## config.mk

```make
export PLATFORM = sky130hd
export DESIGN_NAME = idct1d_pipe_flat
export DESIGN_NICKNAME = d
export VERILOG_FILES = /design/src/rtl/idct1d_pipe_if.sv /design/src/rtl/idct1d_pipe.sv /design/src/flat_wrapper.sv
export SDC_FILE = /design/constraint.sdc
export NUM_CORES = 2
export LEC_CHECK = 0
export CELL_PAD_IN_SITES_DETAIL_PLACEMENT = 0
export CELL_PAD_IN_SITES_GLOBAL_PLACEMENT = 1
export CORE_ASPECT_RATIO = 1.4
export CORE_MARGIN = 2
export CORE_UTILIZATION = 28
export CTS_CLUSTER_DIAMETER = 200
export DETAILED_ROUTE_END_ITERATION = 12
export GPL_TIMING_DRIVEN = 0
export HOLD_SLACK_MARGIN = 0.05
export PLACE_DENSITY = 0.61
export SLEW_MARGIN = 10
export SYNTH_ARGS = -nofsm -noshare
export SYNTH_HDL_FRONTEND = slang
export SYNTH_SLANG_ARGS = --single-unit
export TNS_END_PERCENT = 100
```

## constraint.sdc

```tcl
create_clock -name clk -period 5.33 [get_ports clk]
set_input_delay 1.066 -clock clk [delete_from_list [all_inputs] [get_ports clk]]
set_output_delay 1.066 -clock clk [all_outputs]
set_load 0.1 [all_outputs]
```

## src/rtl/idct1d_pipe_if.sv

```systemverilog
// Valid/ready stream carrying one 8-element vector of signed Q8 values.
//   valid  : producer has a vector on data this cycle
//   ready  : consumer accepts the vector this cycle
//   data   : eight W-bit lanes, lane i = element i
// master drives valid/data, slave drives ready.
interface idct1d_pipe_if #(
  parameter int unsigned W = 22
);
  logic                valid;
  logic                ready;
  logic [7:0][W-1:0]   data;

  modport master (output valid, output data, input ready);
  modport slave  (input valid, input data, output ready);
endinterface

```

## src/rtl/idct1d_pipe.sv

```systemverilog
// 8-point 1-D inverse DCT (AAN flow graph), 6 register stages, global-stall
// valid/ready pipeline. Inputs are AAN-prescaled signed Q8 coefficients.
//   clk     : clock, rising edge
//   reset   : asynchronous, active-low
//   in_if   : slave stream, data[i] = X<i> (natural frequency order),
//             ready is combinational (= pipeline enable)
//   out_if  : master stream, data[i] = x<i> spatial samples, registered
module idct1d_pipe #(
  parameter int unsigned W     = 22,
  parameter logic [29:0] C1414 = 30'h16A,
  parameter logic [29:0] C1848 = 30'h1D9,
  parameter logic [29:0] C1082 = 30'h115,
  parameter logic [29:0] C2613 = 30'h29D
) (
  input  logic           clk,
  input  logic           reset,
  idct1d_pipe_if.slave   in_if,
  idct1d_pipe_if.master  out_if
);

  localparam int unsigned MW   = 30;
  localparam int unsigned FRAC = 8;

  // Q8 constant multiply: sign-extend to MW, multiply, floor-shift, keep W bits.
  function automatic logic [W-1:0] mulc(input logic [W-1:0] a, input logic [MW-1:0] c);
    logic signed [MW-1:0] p;
    p = MW'($signed(a)) * $signed(c);
    return W'(p >>> FRAC);
  endfunction

  logic             en;
  logic [7:0][W-1:0] xin;
  logic [7:0][W-1:0] out_q;
  logic             v1, v2, v3, v4, v5, v6;

  // stage 1: input butterflies
  logic [W-1:0] a_t10, a_t11, a_t13, a_d26, a_z13, a_z10, a_z11, a_z12;
  // stage 2: even multiply, odd sums
  logic [W-1:0] b_t10, b_t11, b_t13, b_m26, b_o7, b_d, b_s, b_z10, b_z12;
  // stage 3: even e0/e3, odd multiplies
  logic [W-1:0] c_e0, c_e3, c_t11, c_t12, c_o7, c_u11, c_z5, c_mz12, c_mz10;
  // stage 4: all even terms, u10/u12
  logic [W-1:0] d_e0, d_e1, d_e2, d_e3, d_o7, d_u11, d_u10, d_u12;
  // stage 5: o6
  logic [W-1:0] e_e0, e_e1, e_e2, e_e3, e_o7, e_o6, e_u11, e_u10;
  logic [W-1:0] o5_c, o4_c;

  assign xin          = in_if.data;
  assign en           = !v6 | out_if.ready;
  assign in_if.ready  = en;
  assign out_if.valid = v6;
  assign out_if.data  = out_q;

  // Tail of the odd chain feeds the output butterflies directly.
  always_comb begin
    o5_c = e_u11 - e_o6;
    o4_c = e_u10 - o5_c;
  end

  // Whole pipeline advances only when en; a bubble travels as a valid=0 slot.
  always_ff @(posedge clk or negedge reset) begin
    if (!reset) begin
      {v1, v2, v3, v4, v5, v6} <= '0;
      {a_t10, a_t11, a_t13, a_d26, a_z13, a_z10, a_z11, a_z12} <= '0;
      {b_t10, b_t11, b_t13, b_m26, b_o7, b_d, b_s, b_z10, b_z12} <= '0;
      {c_e0, c_e3, c_t11, c_t12, c_o7, c_u11, c_z5, c_mz12, c_mz10} <= '0;
      {d_e0, d_e1, d_e2, d_e3, d_o7, d_u11, d_u10, d_u12} <= '0;
      {e_e0, e_e1, e_e2, e_e3, e_o7, e_o6, e_u11, e_u10} <= '0;
      out_q <= '0;
    end else if (en) begin
      v1 <= in_if.valid;
      v2 <= v1;
      v3 <= v2;
      v4 <= v3;
      v5 <= v4;
      v6 <= v5;

      a_t10 <= xin[0] + xin[4];
      a_t11 <= xin[0] - xin[4];
      a_t13 <= xin[2] + xin[6];
      a_d26 <= xin[2] - xin[6];
      a_z13 <= xin[5] + xin[3];
      a_z10 <= xin[5] - xin[3];
      a_z11 <= xin[1] + xin[7];
      a_z12 <= xin[1] - xin[7];

      b_t10 <= a_t10;
      b_t11 <= a_t11;
      b_t13 <= a_t13;
      b_m26 <= mulc(a_d26, C1414);
      b_o7  <= a_z11 + a_z13;
      b_d   <= a_z11 - a_z13;
      b_s   <= a_z10 + a_z12;
      b_z10 <= a_z10;
      b_z12 <= a_z12;

      c_e0   <= b_t10 + b_t13;
      c_e3   <= b_t10 - b_t13;
      c_t11  <= b_t11;
      c_t12  <= b_m26 - b_t13;
      c_o7   <= b_o7;
      c_u11  <= mulc(b_d, C1414);
      c_z5   <= mulc(b_s, C1848);
      c_mz12 <= mulc(b_z12, C1082);
      c_mz10 <= mulc(b_z10, C2613);

      d_e0  <= c_e0;
      d_e3  <= c_e3;
      d_e1  <= c_t11 + c_t12;
      d_e2  <= c_t11 - c_t12;
      d_o7  <= c_o7;
      d_u11 <= c_u11;
      d_u10 <= c_z5 - c_mz12;
      d_u12 <= c_z5 - c_mz10;

      e_e0  <= d_e0;
      e_e1  <= d_e1;
      e_e2  <= d_e2;
      e_e3  <= d_e3;
      e_o7  <= d_o7;
      e_o6  <= d_u12 - d_o7;
      e_u11 <= d_u11;
      e_u10 <= d_u10;

      out_q[0] <= e_e0 + e_o7;
      out_q[7] <= e_e0 - e_o7;
      out_q[1] <= e_e1 + e_o6;
      out_q[6] <= e_e1 - e_o6;
      out_q[2] <= e_e2 + o5_c;
      out_q[5] <= e_e2 - o5_c;
      out_q[3] <= e_e3 + o4_c;
      out_q[4] <= e_e3 - o4_c;
    end
  end

endmodule
```

## src/flat_wrapper.sv

```systemverilog
// flat-port wrapper written by rule: the top's interface ports become plain ports
module idct1d_pipe_flat 
#(
  parameter int unsigned W     = 22,
  parameter logic [29:0] C1414 = 30'h16A,
  parameter logic [29:0] C1848 = 30'h1D9,
  parameter logic [29:0] C1082 = 30'h115,
  parameter logic [29:0] C2613 = 30'h29D
)
  (clk, reset, in_if_valid, in_if_data, in_if_ready, out_if_valid, out_if_data, out_if_ready);
  idct1d_pipe_if #(.W(W)) in_if_i ();
  idct1d_pipe_if #(.W(W)) out_if_i ();
  input  logic clk;
  input  logic reset;
  input wire logic [$bits(in_if_i.valid)-1:0] in_if_valid;
  input wire logic [$bits(in_if_i.data)-1:0] in_if_data;
  output wire logic [$bits(in_if_i.ready)-1:0] in_if_ready;
  output wire logic [$bits(out_if_i.valid)-1:0] out_if_valid;
  output wire logic [$bits(out_if_i.data)-1:0] out_if_data;
  input wire logic [$bits(out_if_i.ready)-1:0] out_if_ready;
  assign in_if_i.valid = in_if_valid;
  assign in_if_i.data = in_if_data;
  assign in_if_ready = in_if_i.ready;
  assign out_if_valid = out_if_i.valid;
  assign out_if_data = out_if_i.data;
  assign out_if_i.ready = out_if_ready;
  idct1d_pipe #(.W(W), .C1414(C1414), .C1848(C1848), .C1082(C1082), .C2613(C2613)) u_core (.clk(clk), .reset(reset), .in_if(in_if_i), .out_if(out_if_i));
endmodule
```

### Word-level counts from Yosys, hierarchy flattened

Cells that the tools add are included.

| cells by class | value |
|---|---|
| add/sub/neg operators | 29 |
| multiply operators | 5 |
| bitwise gates (word level) | 1 |
| reduce and logical (&&, ||, !) cells | 1 |

Operator list:

| operator | count |
|---|---|
| $sub A22 B22 Y22 | 17 |
| $add A22 B22 Y22 | 12 |
| $mul A22 B10 Y30 const B | 2 |
| $mul A22 B9 Y29 const B | 2 |
| $mul A22 B11 Y30 const B | 1 |
| $logic_not A1 Y1 | 1 |
| $or A1 B1 Y1 | 1 |

| storage, ports and cells | value |
|---|---|
| flip-flop bits (word level) | 1106 |
| bits of input ports | 180 |

### Logic depth before layout (Yosys ltp)

| logic depth | value |
|---|---|
| word-level depth | 3 |
| depth in mapped cells | 30 |

### Least setup slack after synthesis

Ideal clock, no wire load.

| path | value |
|---|---|
| kind | register to register |
| start point | register u_core.e_o6[0] |
| end point | register u_core.out_q, in the netlist u_core.out_if.data[87] |
| setup time | 0.078 ns |
| arrival | 5.487 ns |
| required time | 5.252 ns |
| slack | -0.235 ns |
| stages on the path, launching flop included | 25 |
| cells stage by stage | dfrtp_1 ha_1 fa_1 nor2b_1 o21ai_1 a21boi_1 o21ai_0 a21oi_1 a21o_1 a21o_1 a21o_1 a21oi_1 xor2_1 ha_1 o21a_1 nor2_1 or3b_1 a31oi_1 mux2i_1 or4_1 ha_1 and3_1 a2111oi_0 xnor3_1 a21oi_1 |

| on the way | value |
|---|---|
| cells in the longest elaborated chain, start to end | 3 |

Ends and longest elaborated chain:

| what | RTL line | source |
|---|---|---|
| start, declared | idct1d_pipe.sv:45 | `logic [W-1:0] e_e0, e_e1, e_e2, e_e3, e_o7, e_o6, e_u11, e_u10;` |
| start signal, assigned | idct1d_pipe.sv:121 | `e_o6 <= d_u12 - d_o7;` |
| $sub A22 B22 Y22 | idct1d_pipe.sv:56 | `o5_c = e_u11 - e_o6;` |
| $sub A22 B22 Y22 | idct1d_pipe.sv:57 | `o4_c = e_u10 - o5_c;` |
| $add A22 B22 Y22 | idct1d_pipe.sv:131 | `out_q[3] <= e_e3 + o4_c;` |
| end, declared | idct1d_pipe.sv:33 | `logic [7:0][W-1:0] out_q;` |

No other way between the ends.
A chain may end at the register's enable or synchronous reset.

### Worst setup path after layout

| path | value |
|---|---|
| start point | register u_core.e_o6[1] |
| end point | register u_core.out_q, in the netlist u_core.out_if.data[109] |

| on the way | value |
|---|---|
| cells in the longest elaborated chain, start to end | 3 |

Ends and longest elaborated chain:

| what | RTL line | source |
|---|---|---|
| $sub A22 B22 Y22 | idct1d_pipe.sv:56 |  |
| $sub A22 B22 Y22 | idct1d_pipe.sv:57 |  |
| $sub A22 B22 Y22 | idct1d_pipe.sv:132 | `out_q[4] <= e_e3 - o4_c;` |

No other way between the ends.

==> summary.txt <==
Run status
  – Result of the run: finished, violations left
  – Failing checks: negative setup slack

Global route
  – Largest net degree at the start of global routing: 153
  – All-Layer GR Usage: 22.12%
  – First-pass GRT wire length: 500.9 mm
  – Overflow left after global routing: 0
  – Initial antenna violation count: 34
  – Vias in the first global route: 72190

Die
  – Starting density of the core: 28.10%
  – Core Footprint: just over 300000 µm²
  – DIE AREA: 307600 µm²
  – Die H: 655.4 µm
  – DIE WIDTH: 469.3 µm
  – Num ports: 358
  – Num rows: 239

Place
  – Area post-placement: 94390 µm²
  – Post-Place Cells: 14140
  – I/O Buffers: 357
  – Detailed-placement wirelength estimate: 288.0 mm
  – Gpl congestion: 0.9279

Logic synthesis
  – Xor/xnor share of the synthesized area: under 10%
  – Post-Synth Adder-Cell Area: 23.99%
  – Synth Area in Simple Gates: 16.28%
  – Syn nets: around 11000
  – Largest family of logic cells by synthesized area: adder cells
  – Multiplexer share of the synthesized area: 0.1740%
  – Compound-cell area share of the yosys netlist: 15.29%
  – #FFs+latches synth: about 1100
  – Number of library cell types mapped by synthesis: 101
  – Ys flop type: dfrtp_1
  – Mapped cell area: 84860 µm²
  – Synth Area per Inst: 8.681 µm²
  – Async set-reset flop share out of synthesis: 100.0%
  – EDFF count, synth: 0
  – Warnings from Yosys: 0
  – Seq/Total Area, Yosys: 32.14%
  – Post-Synthesis Cells: 9775

Clock tree
  – Clock root buffer: clkbuf_16
  – Worst-Skew Late Latency: 0.83 ns
  – CTS tree: done
  – Clk pin slew, worst setup/hold paths: 0.07 ns
  – CTS max path bufs: 4
  – H-tree lvl count: 4
  – CTS Buf Count: 141
  – Clock Sinks: 1090

Layout
  – Nets: 12000
  – Layout cell share with drive strength beyond 1: under 10%
  – Reg area: 27310 µm²
  – Area of the multi-input gates: 53450 µm²
  – Final instance area: between 100000 and 150000 µm²
  – Layout fillers: ~32000
  – Largest register FFs: between 150 and 200
  – Final non-filler cell total: 14490
  – Synthesis-to-layout area growth: 19.35%

Timing
  – Final hold violation count: 0
  – Hold Slack: 0.1241 ns
  – Worst slew pin tran: between 1 and 1.5 ns
  – Setup violators final: 11
  – RSZ-0062 raised after global routing: yes
  – Post-route minimum period: 5.700 ns
  – Max-slew violation count: 0
  – Worst slew margin: 11.75%
  – Setup slack after layout: -0.3698 ns
  – Fmax: 0.1754 GHz
  – Period utilization: 106.9%
  – Final Skew: ~0.062 ns

Setup path
  – Slowest stage delay, CP: 0.46 ns
  – CP max-delay cell: dfrtp_2
  – Setup crit end: u_core.out_if.data[109]
  – Reg-to-reg startpoint: u_core.e_o6[1]
  – FF-to-FF End: u_core.out_if.data[109]
  – Worst Reg2Reg Path Length in Cells: 28
  – Startpoint Class: flop
  – Arrival time at the worst endpoint: between 6 and 7 ns
  – Critical path endpoint category: flop
  – Reg2reg setup slack: -0.37 ns
  – Crit. Startpoint: u_core.e_o6[1]
  – Crit-path max FO: 8
  – Kind of critical path: flop to flop
  – CP required: 6.06 ns

Route
  – DR vias/cell: about 4.9
  – Number of routed nets with antenna violations: 0
  – WL final: 347.8 mm
  – Routed vias: 71480
  – Drc violations: 0
  – First-pass detailed-route iteration total: 6
  – Initial detailed-routing violation count: 4859
  – Per-cell routed wire length: 24.01 µm

Worst hold path
  – Worst hold path class: input port to async pin

Flow run
  – Maxcap violations: 0
-- worst max-delay path: cells and delay by family, from the launching register on --
| family | cells | cell delay, ns |
|---|---|---|
| xor+xnor | 2 | 0.38 |
| fa+ha+maj | 3 | 0.72 |
| buf+inv | 5 | 0.62 |
| compound gates | 13 | 2.82 |
| simple gates | 5 | 0.56 |
| flops | 1 | 0.46 |
-- through the flow --
step	setup TNS [ns]	util (%)	worst slack, ns
final	-2.141	33.53	-0.3698
after global routing	-5.623	33.52	-0.6394
after CTS	-2.788	33.30	-0.4551
after detailed placement	-223.32	31.25	-2.489
after global placement	-	30.94	-48.73
after floorplan	0	-	0.01266
-- Yosys cell counts (81+ instances only) --
| master | instances | share of area, % |
|---|---|---|
| a21o_1 | 98 | 0.87 |
| a21oi_1 | 722 | 4.3 |
| clkbuf_1 | 332 | 1.5 |
| dfrtp_1 | 1090 | 32 |
| fa_1 | 347 | 8.2 |
| ha_1 | 1072 | 16 |
| inv_1 | 1092 | 4.8 |
| nand2_1 | 1528 | 6.8 |
| nand2b_1 | 84 | 0.62 |
| nand3_1 | 100 | 0.59 |
| nor2_1 | 751 | 3.3 |
| nor2b_1 | 93 | 0.69 |
| nor3_1 | 198 | 1.2 |
| o21a_1 | 81 | 0.72 |
| o21ai_0 | 517 | 3.0 |
| o21bai_1 | 81 | 0.72 |
| o31ai_1 | 124 | 1.1 |
| or3_1 | 91 | 0.67 |
| xnor2_1 | 381 | 3.9 |
| xor2_1 | 159 | 1.6 |
-- per-layer routing --
metal	up-vias	wire, µm	GRT usage, %
li1	34000	-	-
met1	35230	143800	26.79
met2	1729	171900	39.42
met3	504	14680	2.599
met4	14	17340	9.580
met5	-	98	0
-- how the worst min path moves through the flow --
stage                                       end  slack, ns
final                     u_core.out_if.data[8]       0.12
after global routing      u_core.out_if.data[8]       0.11
after CTS                 u_core.out_if.data[8]       0.09
after detailed placement        u_core.d_u11[1]       0.46
after global placement                u_core.v4       0.45
after floorplan                       u_core.v5       0.43
-- timing repair --
| action | CTS | global route |
|---|---|---|
| setup endpoints to repair | 32 | 38 |
| pin swaps | 52 | 62 |
| hold buffers | 0 | 0 |
| resized for setup | 203 | 84 |
| hold endpoints to repair | 0 | 0 |
| buffers inserted | 67 | 32 |
-- logic make-up after synthesis --
| logic type | count (synthesis) |
|---|---|
| simple gates | 3144 |
| buf+inv | 1461 |
| flops | 1090 |
| compound gates | 2105 |
| xor+xnor | 542 |
| mux | 14 |
| fa+ha+maj | 1419 |
-- cell type report --
cell class | count | share of cell area [%]
Clock buffer | 182 | 3.896
Timing Repair Buffer | 492 | 5.159
Clock inverter | 57 | 0.7536
Multi-Input combinational cell | 7224 | 52.78
Inverter | 1093 | 4.068
Tap cell | 3976 | 4.912
Buffer | 360 | 1.437
Sequential cell | 1090 | 26.96
Antenna cell | 14 | 0.03459
-- layout by cell type, fill, tap and decap left out, types with 84 or more instances in the layout --
| cell type | instances |
|---|---|
| fa_1 | 345 |
| clkbuf_16 | 144 |
| nor2_1 | 737 |
| buf_4 | 94 |
| nand2_1 | 1526 |
| nor2b_1 | 91 |
| a21o_1 | 98 |
| xor2_1 | 141 |
| nand3_1 | 97 |
| o31ai_1 | 118 |
| inv_1 | 1077 |
| or3_1 | 88 |
| clkbuf_1 | 284 |
| xnor2_1 | 364 |
| dfrtp_1 | 1065 |
| nor3_1 | 191 |
| o21ai_0 | 509 |
| nand2b_1 | 84 |
| a21oi_1 | 695 |
| ha_1 | 1036 |
| clkdlybuf4s50_1 | 354 |
Power is not shown: default switching activity piles up to over one toggle a cycle in this logic, so the estimate is an artifact.
